## config.mk

```make
export PLATFORM = sky130hd
export DESIGN_NAME = br_commit_arb
export DESIGN_NICKNAME = d
export VERILOG_FILES = /design/src/rtl/br_commit_arb_pkg.sv /design/src/rtl/br_commit_fifo.sv /design/src/rtl/br_commit_arb.sv
export SDC_FILE = /design/constraint.sdc
export NUM_CORES = 2
export LEC_CHECK = 0
export BUFFER_PORTS_ARGS = -buffer_cell sky130_fd_sc_hd__clkbuf_2
export CORE_ASPECT_RATIO = 0.9
export CORE_MARGIN = 1
export CORE_UTILIZATION = 43
export CTS_BUF_LIST = sky130_fd_sc_hd__clkbuf_16
export DETAILED_ROUTE_END_ITERATION = 16
export SLEW_MARGIN = 20
export SYNTH_ARGS = -nofsm -noshare
export SYNTH_HDL_FRONTEND = slang
export SYNTH_SLANG_ARGS = --single-unit
```

## constraint.sdc

```tcl
create_clock -name clk -period 13.2 [get_ports clk]
set_input_delay 3.96 -clock clk [delete_from_list [all_inputs] [get_ports clk]]
set_output_delay 3.96 -clock clk [all_outputs]
set_load 0.01 [all_outputs]
```

## src/rtl/br_commit_arb_pkg.sv

```systemverilog
// Shared types for the branch commit arbiter: branch-type encoding, queue record, FSM states.
package br_commit_arb_pkg;

  localparam int unsigned PC_WIDTH = 32;

  typedef enum logic [2:0] {
    BR_TYPE_NONE   = 3'd0,
    BR_TYPE_BRANCH = 3'd1,
    BR_TYPE_JAL    = 3'd2,
    BR_TYPE_JALR   = 3'd3,
    BR_TYPE_CALL   = 3'd4,
    BR_TYPE_RET    = 3'd5
  } rv_br_type;

  typedef struct packed {
    logic                is_taken;
    logic [PC_WIDTH-1:0] pc;
    rv_br_type           br_type;
    logic [PC_WIDTH-1:0] npc;
  } br_rec_t;

  typedef enum logic {
    ST_RUN   = 1'b0,
    ST_DRAIN = 1'b1
  } arb_state_e;

endpackage

```

## src/rtl/br_commit_fifo.sv

```systemverilog
// Two-write / one-read circular buffer of committed branch records.
module br_commit_fifo
  import br_commit_arb_pkg::*;
#(
  parameter int unsigned DEPTH     = 8,
  parameter int unsigned PTR_WIDTH = 3
) (
  input  logic                 clk,
  input  logic                 rst_n,
  input  logic [1:0]           wr_en,
  input  br_rec_t [1:0]        wr_data,
  input  logic                 rd_en,
  output br_rec_t              rd_data,
  output logic [PTR_WIDTH:0]   count
);

  localparam int unsigned CNT_W = PTR_WIDTH + 1;

  logic [PTR_WIDTH-1:0] wr_ptr_q, wr_ptr_d, wr_ptr_inc;
  logic [PTR_WIDTH-1:0] rd_ptr_q, rd_ptr_d;
  logic [CNT_W-1:0]     count_q, count_d;
  br_rec_t              mem_q [DEPTH];
  br_rec_t              mem_d [DEPTH];

  // Slot 0 lands before slot 1; a lone valid slot takes a single entry at the tail.
  always_comb begin
    mem_d      = mem_q;
    wr_ptr_inc = wr_ptr_q + PTR_WIDTH'(1);
    wr_ptr_d   = wr_ptr_q;
    case (wr_en)
      2'b11: begin
        mem_d[wr_ptr_q]   = wr_data[0];
        mem_d[wr_ptr_inc] = wr_data[1];
        wr_ptr_d          = wr_ptr_q + PTR_WIDTH'(2);
      end
      2'b01: begin
        mem_d[wr_ptr_q] = wr_data[0];
        wr_ptr_d        = wr_ptr_inc;
      end
      2'b10: begin
        mem_d[wr_ptr_q] = wr_data[1];
        wr_ptr_d        = wr_ptr_inc;
      end
      default: ;
    endcase
  end

  // Read pointer and occupancy bookkeeping.
  always_comb begin
    rd_ptr_d = rd_en ? rd_ptr_q + PTR_WIDTH'(1) : rd_ptr_q;
    count_d  = count_q + CNT_W'(wr_en[0]) + CNT_W'(wr_en[1]) - CNT_W'(rd_en);
  end

  // Pointer and count state, cleared asynchronously.
  always_ff @(posedge clk or negedge rst_n) begin
    if (!rst_n) begin
      wr_ptr_q <= '0;
      rd_ptr_q <= '0;
      count_q  <= '0;
    end else begin
      wr_ptr_q <= wr_ptr_d;
      rd_ptr_q <= rd_ptr_d;
      count_q  <= count_d;
    end
  end

  // Payload storage is deliberately not reset.
  always_ff @(posedge clk) begin
    mem_q <= mem_d;
  end

  assign rd_data = mem_q[rd_ptr_q];
  assign count   = count_q;

endmodule

```

## src/rtl/br_commit_arb.sv

```systemverilog
// Commit-to-predictor record queue with RUN/DRAIN control and ready/valid handshakes.
module br_commit_arb
  import br_commit_arb_pkg::*;
#(
  parameter int unsigned DEPTH     = 8,
  parameter int unsigned PTR_WIDTH = 3
) (
  input  logic                       clk,
  input  logic                       rst_n,
  input  logic [1:0]                 cm_valid,
  input  logic [1:0]                 cm_is_taken,
  input  logic [1:0][PC_WIDTH-1:0]   cm_pc,
  input  rv_br_type [1:0]            cm_type,
  input  logic [1:0][PC_WIDTH-1:0]   cm_npc,
  output logic                       cm_ready,
  output logic                       br_valid,
  output logic                       br_is_taken,
  output logic [PC_WIDTH-1:0]        br_pc,
  output rv_br_type                  br_pc_type,
  output logic [PC_WIDTH-1:0]        br_npc,
  input  logic                       br_ready,
  input  logic                       drain_req,
  output logic                       drain_done,
  output logic [PTR_WIDTH:0]         count
);

  localparam int unsigned CNT_W = PTR_WIDTH + 1;

  arb_state_e    state_q, state_d;
  logic [1:0]    wr_en;
  br_rec_t [1:0] wr_data;
  br_rec_t       head;
  logic          rd_en;

  // Next state and handshake decode; depends only on registered state and count.
  always_comb begin
    state_d    = state_q;
    cm_ready   = 1'b0;
    drain_done = 1'b0;
    case (state_q)
      ST_RUN: begin
        cm_ready = (count <= CNT_W'(DEPTH - 2));
        if (drain_req) state_d = ST_DRAIN;
      end
      ST_DRAIN: begin
        if (count == '0) begin
          drain_done = 1'b1;
          state_d    = ST_RUN;
        end
      end
      default: state_d = ST_RUN;
    endcase
  end

  // FSM state register.
  always_ff @(posedge clk or negedge rst_n) begin
    if (!rst_n) state_q <= ST_RUN;
    else        state_q <= state_d;
  end

  // Pack per-slot commit fields into queue records.
  always_comb begin
    for (int i = 0; i < 2; i++) begin
      wr_data[i].is_taken = cm_is_taken[i];
      wr_data[i].pc       = cm_pc[i];
      wr_data[i].br_type  = cm_type[i];
      wr_data[i].npc      = cm_npc[i];
    end
  end

  assign wr_en    = cm_valid & {2{cm_ready}};
  assign br_valid = (count != '0);
  assign rd_en    = br_valid & br_ready;

  br_commit_fifo #(
    .DEPTH     (DEPTH),
    .PTR_WIDTH (PTR_WIDTH)
  ) u_fifo (
    .clk     (clk),
    .rst_n   (rst_n),
    .wr_en   (wr_en),
    .wr_data (wr_data),
    .rd_en   (rd_en),
    .rd_data (head),
    .count   (count)
  );

  assign br_is_taken = head.is_taken;
  assign br_pc       = head.pc;
  assign br_pc_type  = head.br_type;
  assign br_npc      = head.npc;

endmodule

```

==> flow_summary.ini <==
[place]
place_ws_ps = 5370
port_buffers = 216
dp_hpwl_mm = 101
place.gp.congestion = 0.774
dpl.cell_count = 6716

[critical_path]
path_max_fanout = 38
path_class = register to output port
cp-start-kind = register
worstPathRequired_ps = 9240
worstSetupEndpointType = output port
crit_chain = buf_4 -> buf_4 -> mux4_2 -> mux2_2 -> clkbuf_2
path_buf_inv = 3
slowest_delay_ps = 1030
critPathTopFamily = buffers and inverters
crit_slowest_cell = dfrtp_4
arrival_ps = 4470
cpMostUsedCell = buf_4

[cts]
ctsHoldBuffers = 0
clockBufferDepth = 3
clock_latency_ps = 660
cts_buffers = 75
cts_setup_buffers = 0
clockRootBuffer = clkbuf_16
clk_pin_slew_worst_paths_ps = 60
post_cts_resize_count = 0
htreeDepth = 3
cts_tree = yes
clkSinkCount = 555

[sta]
period_needed_ps = 8430
drv_slew = 0
worst_slew_pin_slew_ps = 1220
rsz0062_at_grt = false
fmax_ghz = 0.119
setup_violations = 0
final.period_utilization = 0.639
holdWs_ps = 526
worst_slack_ps = 4770
slew_headroom = 0.187
skew_ps = 20.1
hold_viol = 0
tns_ps = 0

[run]
maxCapViolCount = 0

[synthesis]
seq_area_frac_synth = 0.298
ys_warn_count = 0
synthesis.nets = 5821
synth_cell_types = 40
synth_seq_cells = 555
netlist_area_um2 = 55800
postSynthAreaPerCell_um2 = 9.85
netlist_instances = 5663

[global_routing]
overflow = 0
track_usage = 0.317
grt_first_pass_wirelength_mm = 332
antenna_found_initial = 32
grt_max_degree = 246
grt_pass1_vias = 51500

[cells_and_area]
final_nets = 5251
final_common_cell = a21oi_1
final_cell_mix = a21oi_1 (545), a221oi_1 (544), o31ai_1 (544), edfxtp_1 (544)
area_growth_pct = 5.01
final_cells = 6871
drive_gt1_frac = 0.168
n_fill_cell = 12000

[floorplan]
fp.coreArea_um2 = 128000
fp.dieH_um = 344
ioPinCount = 217
die_width_um = 382
fp.dieArea_um2 = 131000
initial_core_util = 0.436
num_rows = 124

[detailed_routing]
route.vias.total = 53600
first_iter_violations = 8180
wl_mm = 219
drtAntennaViolNets = 0
drc = 0
drt-wirelength-per-cell_um = 31.9
viasPerCell = 7.80
dr.pass1.iters = 7

[power_and_ir_drop]
peakVddDrop_mv = 0.596
p_leak_uw = 0.0221
powerDensity_nw_per_um2 = 281

[outcome]
status = completed

[hold_path]
hp-class = register to register
-- final cells by class --
| class | instances | area [um^2] | area share |
|---|---|---|---|
| clock inverter | 58 | 273 | 0.00466 |
| clock buffer | 79 | 1980 | 0.0338 |
| tap | 1701 | 2130 | 0.0364 |
| multi-input combinational | 4143 | 35400 | 0.604 |
| sequential | 555 | 16600 | 0.284 |
| antenna | 17 | 42.5 | 0.000727 |
| timing repair buffer | 308 | 2090 | 0.0358 |
| inverter | 10 | 41.3 | 0.000705 |
-- worst reg2reg max path: stages, from the launching register on --
cell and delay (ps):
dfrtp_4 970, buf_4 820, buf_12 620, buf_4 1130
nand2_8 920, buf_4 680, a221oi_1 410, o32ai_1 150
-- routing by layer --
metal / GRT usage / routed length [um]
met1: 0.448 / 91500
met2: 0.481 / 98200
met3: 0.0632 / 23300
met4: 0.114 / 6270
met5: 0 / 245
-- Yosys cell counts --
cell / n / area (um^2)
clkbuf_1: 682 / 2560
a21oi_1: 545 / 2730
a221oi_1: 544 / 4760
edfxtp_1: 544 / 16300
o31ai_1: 544 / 4080
mux2i_1: 543 / 5440
o32ai_1: 543 / 4760
and3_1: 272 / 1700
and3b_1: 272 / 2380
nand3b_1: 271 / 2030
or3b_2: 223 / 1950
buf_2: 201 / 1010
mux4_2: 136 / 3060
mux2_2: 70 / 788
a21o_1: 69 / 518
or3b_1: 50 / 438
buf_1: 40 / 150
buf_4: 27 / 203
ha_1: 14 / 175
dfrtp_1: 11 / 275
inv_1: 10 / 37.5
nand2_1: 6 / 22.5
nand2b_1: 6 / 37.5
buf_6: 5 / 56.3
o21ai_0: 5 / 25.0
nand2_2: 4 / 25.0
nor2_1: 4 / 15.0
xnor2_1: 4 / 35.0
and2_1: 3 / 18.8
xor2_1: 3 / 26.3
fa_1: 2 / 40.0
nor2b_1: 2 / 12.5
a21boi_0: 1 / 7.51
a22oi_1: 1 / 7.51
a311oi_1: 1 / 8.76
nand3_1: 1 / 5.00
nor2_2: 1 / 6.26
nor3b_1: 1 / 7.51
o22ai_1: 1 / 6.26
or2_1: 1 / 6.26
-- registers in the layout, summed over array words and instances (netlist names) --
signal           cells
u_fifo.mem_q       544
u_fifo.count         4
u_fifo.rd_ptr_q      3
u_fifo.wr_ptr_q      3
state_q              1
-- cell families (layout without fill, tap and decap cells) --
kind of cell | Yosys count | in the layout | share of synthesized area
and+or+nand+nor | 1117 | 1117 | 0.155
buffers and inverters | 965 | 455 | 0.0720
other | 0 | 17 | 0
AOI/OAI and AO/OA | 2254 | 2254 | 0.303
adders and majority gates | 16 | 16 | 0.00386
xor gates and xnor gates | 7 | 7 | 0.00110
DFF | 555 | 555 | 0.298
muxes | 749 | 749 | 0.167
-- final timing paths --
kind                                    start                  to  slack, ps  cells past startpoint
min in group asynchronous               rst_n  u_fifo.wr_ptr_q[2]       3200                      1
hold reg to reg                       state_q             state_q        530                      2
setup reg to reg           u_fifo.wr_ptr_q[0]   u_fifo.mem_q[429]       7220                      7
max in group asynchronous               rst_n  u_fifo.rd_ptr_q[1]       9710                      1
setup / recovery           u_fifo.rd_ptr_q[0]          br_npc[16]       4770                      5
hold / removal                        state_q             state_q        530                      2
-- stage by stage --
step	cell area, um^2	power (uW)	utilization
3_3_place_gp	56200	14000	0.440
4_1_cts	58500	16100	0.457
6_report	58500	16500	0.458
2_1_floorplan	55800	11100	-
5_1_grt	58500	17200	0.458
3_5_place_dp	56200	14200	0.440
-- power by group --
| group | switching, uW | total [uW] | internal (uW) |
|---|---|---|---|
| Combinational | 7180 | 11000 | 3850 |
| Clock | 900 | 1990 | 1090 |
| Sequential | 475 | 3440 | 2960 |
| Total | 8550 | 16500 | 7900 |
No activity file was read; power rests on OpenSTA's default activity.
